===== src/rtl/minesweeper_core.sv =====
// minesweeper_core: single-player minesweeper engine with a mine map loaded in IDLE,
// reveal/flag commands in PLAY and a serial 8-neighbour scan for each safe reveal.
module minesweeper_core #(
    parameter int ROWS = 8,
    parameter int COLS = 8,
    parameter int CW   = 4
) (
    input  logic          clk,
    input  logic          rst,
    input  logic          cfg_we,
    input  logic [CW-1:0] cfg_x,
    input  logic [CW-1:0] cfg_y,
    input  logic          cfg_mine,
    input  logic          start,
    input  logic          cmd_valid,
    output logic          cmd_ready,
    input  logic          cmd_op,
    input  logic [CW-1:0] cmd_x,
    input  logic [CW-1:0] cmd_y,
    output logic          rsp_valid,
    output logic [1:0]    rsp_code,
    output logic [3:0]    rsp_count,
    output logic [1:0]    state,
    output logic [7:0]    mine_count,
    output logic [7:0]    flag_count
);
    localparam int N  = ROWS * COLS;
    localparam int IW = $clog2(N);

    typedef enum logic [1:0] {IDLE = 2'b00, PLAY = 2'b01, WON = 2'b10, LOST = 2'b11} state_t;

    state_t cur, nxt;
    logic [N-1:0] mine, rev, flag;
    logic busy, op;
    logic [3:0] step, acc;
    logic [CW-1:0] cx, cy;
    logic [8:0] rev_total;
    logic cfg_ok, cmd_ok, n_ok, n_mine, hs, err, flg, nop, hit, safe, last, win;
    logic [IW-1:0] cfg_idx, cidx, nidx;
    int dr, dc, nr, nc;

    assign state     = cur;
    assign cmd_ready = cur == PLAY && !busy && !rsp_valid;
    assign hs        = cmd_valid && cmd_ready;

    always_comb begin
        cfg_ok  = int'(cfg_x) < ROWS && int'(cfg_y) < COLS;
        cfg_idx = cfg_ok ? IW'(int'(cfg_x) * COLS + int'(cfg_y)) : '0;
        cmd_ok  = int'(cx) < ROWS && int'(cy) < COLS;
        cidx    = cmd_ok ? IW'(int'(cx) * COLS + int'(cy)) : '0;
        // neighbour order NW,N,NE,W,E,SW,S,SE indexed by step 0..7
        dr      = step < 3 ? -1 : step < 5 ? 0 : 1;
        dc      = step < 3 ? int'(step) - 1 : step == 3 ? -1 : step == 4 ? 1 : int'(step) - 6;
        nr      = int'(cx) + dr;
        nc      = int'(cy) + dc;
        n_ok    = nr >= 0 && nr < ROWS && nc >= 0 && nc < COLS;
        nidx    = n_ok ? IW'(nr * COLS + nc) : '0;
        n_mine  = n_ok && mine[nidx];
        err     = !cmd_ok;
        flg     = cmd_ok && op && !rev[cidx];
        nop     = cmd_ok && (op ? rev[cidx] : (rev[cidx] || flag[cidx]));
        hit     = cmd_ok && !op && !rev[cidx] && !flag[cidx] && mine[cidx];
        safe    = cmd_ok && !op && !rev[cidx] && !flag[cidx] && !mine[cidx];
        last    = busy && step == 4'd8;
        win     = last && (rev_total + 9'd1 == 9'(N) - {1'b0, mine_count});
    end

    always_comb begin
        nxt = cur;
        if (cur == IDLE && start && mine_count != 8'd0 && int'(mine_count) != N)
            nxt = PLAY;
        if (cur == PLAY && busy && step == 4'd0 && hit)
            nxt = LOST;
        if (cur == PLAY && win)
            nxt = WON;
        if ((cur == WON || cur == LOST) && start)
            nxt = IDLE;
    end

    always_ff @(posedge clk)
        if (rst) cur <= IDLE;
        else     cur <= nxt;

    always_ff @(posedge clk) begin
        if (rst) begin
            mine       <= '0;
            rev        <= '0;
            flag       <= '0;
            mine_count <= '0;
            flag_count <= '0;
            rev_total  <= '0;
            busy       <= 1'b0;
            op         <= 1'b0;
            step       <= '0;
            acc        <= '0;
            cx         <= '0;
            cy         <= '0;
            rsp_valid  <= 1'b0;
            rsp_code   <= '0;
            rsp_count  <= '0;
        end else begin
            rsp_valid <= 1'b0;
            rsp_code  <= '0;
            rsp_count <= '0;
            if (cur == IDLE && cfg_we && cfg_ok) begin
                mine[cfg_idx] <= cfg_mine;
                mine_count    <= mine_count + 8'(cfg_mine && !mine[cfg_idx])
                                            - 8'(!cfg_mine && mine[cfg_idx]);
            end
            if ((cur == WON || cur == LOST) && start) begin
                rev        <= '0;
                flag       <= '0;
                flag_count <= '0;
                rev_total  <= '0;
            end
            if (hs) begin
                busy <= 1'b1;
                step <= '0;
                acc  <= '0;
                op   <= cmd_op;
                cx   <= cmd_x;
                cy   <= cmd_y;
            end
            if (busy) begin
                if (step == 4'd0 && !safe) begin
                    busy      <= 1'b0;
                    rsp_valid <= 1'b1;
                    rsp_code  <= err ? 2'b11 : hit ? 2'b01 : nop ? 2'b10 : 2'b00;
                    if (flg) begin
                        flag[cidx] <= !flag[cidx];
                        flag_count <= flag[cidx] ? flag_count - 8'd1 : flag_count + 8'd1;
                    end
                end else if (last) begin
                    busy      <= 1'b0;
                    rsp_valid <= 1'b1;
                    rsp_count <= acc;
                    rev[cidx] <= 1'b1;
                    rev_total <= rev_total + 9'd1;
                end else begin
                    acc  <= acc + 4'(n_mine);
                    step <= step + 4'd1;
                end
            end
        end
    end
endmodule


===== config.mk =====
export PLATFORM = sky130hd
export DESIGN_NAME = minesweeper_core
export DESIGN_NICKNAME = d
export VERILOG_FILES = /design/src/rtl/minesweeper_core.sv
export SDC_FILE = /design/constraint.sdc
export NUM_CORES = 1
export LEC_CHECK = 0
export CORE_ASPECT_RATIO = 0.5
export CORE_MARGIN = 3
export CORE_UTILIZATION = 32
export CTS_BUF_LIST = sky130_fd_sc_hd__clkbuf_8
export DETAILED_ROUTE_END_ITERATION = 7
export GPL_ROUTABILITY_DRIVEN = 0
export PLACE_DENSITY = 0.51
export SYNTH_ARGS = -nofsm -noshare
export SYNTH_HDL_FRONTEND = slang
export SYNTH_SLANG_ARGS = --single-unit

===== constraint.sdc =====
create_clock -name clk -period 5.2 [get_ports clk]
set_input_delay 1.04 -clock clk [delete_from_list [all_inputs] [get_ports clk]]
set_output_delay 1.04 -clock clk [all_outputs]
set_load 0.02 [all_outputs]

==> impl_metrics.csv <==
group,metric,value,unit
clocking,cts-buffers-inserted,41,
critical_path,cp_slowest_stage_delay,380,ps
job,maxCapViolCount,0,
logic_synthesis,yosysSeqAreaShare,33.3,%
grt,gr-usage-met2,32.6,%
route,firstDrtPassIters,6,
layout,layout.cells.non_filler,2474,
logic_synthesis,syn_inst,1738,
route,num_vias,14600,
critical_path,crit_fanout,7,
critical_path,crit_type,"reg2reg",
min_path,hold_path_class,"reg2reg",
layout,final_cell_mix,"239 x dfxtp_1, 168 x a21oi_1, 155 x buf_4",
floorplan,io_pins,49,
critical_path,critPathLaunchType,"flop",
sta,hold_viol,0,
layout,nNetsFinal,1939,
layout,finalInstanceArea,0.0178,mm2
clocking,h-tree-depth,2,
critical_path,end_kind,"flop",
grt,busiest_layer,"met1",
sta,fmax,193,MHz
layout,drive_above_1_share,18.9,%
layout,nFillCells,4463,
logic_synthesis,netlist_area,0.0146,mm2
logic_synthesis,ys.flop_type,"dfxtp_1",
sta,worst_pin_slew,1130,ps
sta,period_needed,5190,ps
clocking,path_clk_slew,60,ps
sta,drv_slew,0,
layout,mostFrequentLayoutCell,"dfxtp_1",
logic_synthesis,synth-seq-cells,244,
grt,grt_first_pass_wirelength,85.3,mm
layout,syn_to_final_growth,21.3,%
sta,finalSetupTns,0,ps
place,io_buffers,48,
floorplan,start_util,33.0,%
logic_synthesis,syn_nets,1820,
place,place_area,0.0164,mm2
route,drc,0,
clocking,cts_max_path_buffers,3,
floorplan,core-area,0.0444,mm2
logic_synthesis,async_flop_share,0,%
sta,setup_violations,0,
clocking,clock-sinks,244,
sta,setup_ws,13.8,ps
grt,track_usage,22.6,%
floorplan,dieWidth,309,um
clocking,clk_latency,590,ps
route,route.antenna.remaining_nets,0,
clocking,clockRootBuffer,"clkbuf_8",
place,pre_cts_slack,-445,ps
power,p_leak,6.15,nW
logic_synthesis,synth-edff-count,0,
critical_path,arrival,5690,ps
place,place_hpwl,37.5,mm
grt,grt_pass1_vias,13800,
status,outcome,"finished, final reports clean",
critical_path,critPathRequiredTime,5700,ps
grt,grt-ovfl-total,0,
grt,grt_max_degree,112,
logic_synthesis,synth.largest_area_cell,"dfxtp_1",
place,dp.cells,2387,
layout,multiInputGateArea,0.00937,mm2
route,via_per_inst,5.89,
layout,regArea,0.00490,mm2
floorplan,rows,54,
route,wire_per_inst,22.6,um
logic_synthesis,ys_types,102,
grt,use_met3,4.72,%
logic_synthesis,yosys.area.top_type_share,33.3,%
floorplan,die_h,157,um
sta,hold_ws,478,ps
power,ir_drop,0.153,mV
route,wirelength,56.0,mm
sta,fin_crit_sh,99.7,%
clocking,cts_tree,"built",
power,cellPowerDensity,269,mW/mm2
route,drt_iter0_markers,1588,
clocking,ctsHoldBuffers,0,
logic_synthesis,synth_area_leaders,"dfxtp_1 33%, a21oi_1 5.9%, ha_1 4.7%, a22o_1 3.9%, mux2i_1 3.8%",
floorplan,dieArea,0.0485,mm2
sta,grt_setup_unrepaired,"true",
layout,antenna_cells,0,
sta,max-slew-margin-rel,24.4,%
grt,antenna_found_initial,0,
grt,use_met1,32.8,%
logic_synthesis,syn_area_per_cell,8.43,um2
logic_synthesis,synth-warning-count,0,
sta,skew,19.9,ps
critical_path,slowest_stage,"dfxtp_4",
==> flip-flops by register name, summed over array words and instances (netlist names), 8 cells and up <==
| register | count |
|---|---|
| flag | 64 |
| mine | 64 |
| rev | 64 |
| rev_total | 9 |
| flag_count | 8 |
| mine_count | 8 |
==> cell usage after synthesis, drive strengths merged, types with 14 or more instances <==
library cell and count:
dfxtp 244, a21oi 175, nor2 121, nand2 104, nand3 102, clkbuf 94
o21ai 83, o211ai 70, a22o 65, mux2i 57, ha 55, nor3 50
or3 50, buf 43, o22ai 41, xnor2 37, inv 34, nand4 29
mux2 26, and2 16, o221ai 15, and3 14
==> routing by layer <==
metal  vias to the layer above  part of all wire [%]
met5                         -                     0
met4                         0                   3.4
met3                       157                   9.0
met2                       657                    41
met1                      6975                    46
li1                       6789                     -
==> worst max-delay path, delay by kind of cell (launching register included) <==
kind                       cells  cell delay [ps]
DFF                            1              380
AOI/OAI and AO/OA              8             1290
buffers and inverters          5              640
muxes                          1              200
and+or+nand+nor                8             1520
adders and majority gates      4             1090
==> metrics by stage <==
stage	total power, W	util, %
after floorplan	0.00258	-
after global placement	0.00293	37.0
after detailed placement	0.00293	37.0
after CTS	0.00476	39.4
after global routing	0.00500	40.0
final	0.00477	40.0
==> cell families (layout without fill, tap and decap cells) <==
family | after synthesis | after routing | share of synthesized area [%]
adders and majority gates | 59 | 59 | 5.24
xor gates and xnor gates | 47 | 47 | 2.86
DFF | 244 | 244 | 33.3
and+or+nand+nor | 555 | 555 | 20.2
buffers and inverters | 174 | 322 | 5.35
muxes | 88 | 88 | 6.69
AOI/OAI and AO/OA | 571 | 571 | 26.3
==> final timing paths <==
path                            slack (ps)  cells after the start  startpoint  endpoint
worst max register to register          10                     26     step[1]    acc[3]
worst min register to register         480                      1     rev[29]   rev[29]
worst max-delay path                    10                     26     step[1]    acc[3]
worst min-delay path                   480                      1     rev[29]   rev[29]
==> report_power, final <==
part           switching [W]  leakage (nW)  internal [W]  total [W]
Sequential         0.0000189          1.97       0.00188    0.00190
Combinational       0.000655          3.71      0.000422    0.00108
Clock               0.000866         0.473      0.000930    0.00180
Total                0.00154          6.15       0.00323    0.00477
==> timing repair <==
action,in CTS,in global routing
setup buffers,9,7
endpoints found under the setup margin,4,6
gates cloned,0,0
endpoints found under the hold margin,0,0
resized for setup,37,51
pin swaps,22,32
==> area by class of cell <==
type / instances / area share (%)
flip-flops and latches: 244 / 27.6
multi-input cells: 1320 / 52.7
repair buffers: 213 / 10.0
inverters: 37 / 0.852
well taps: 588 / 4.14
clock buffers: 50 / 3.87
clock inverters: 22 / 0.817
No activity file was read; power rests on OpenSTA's default activity.
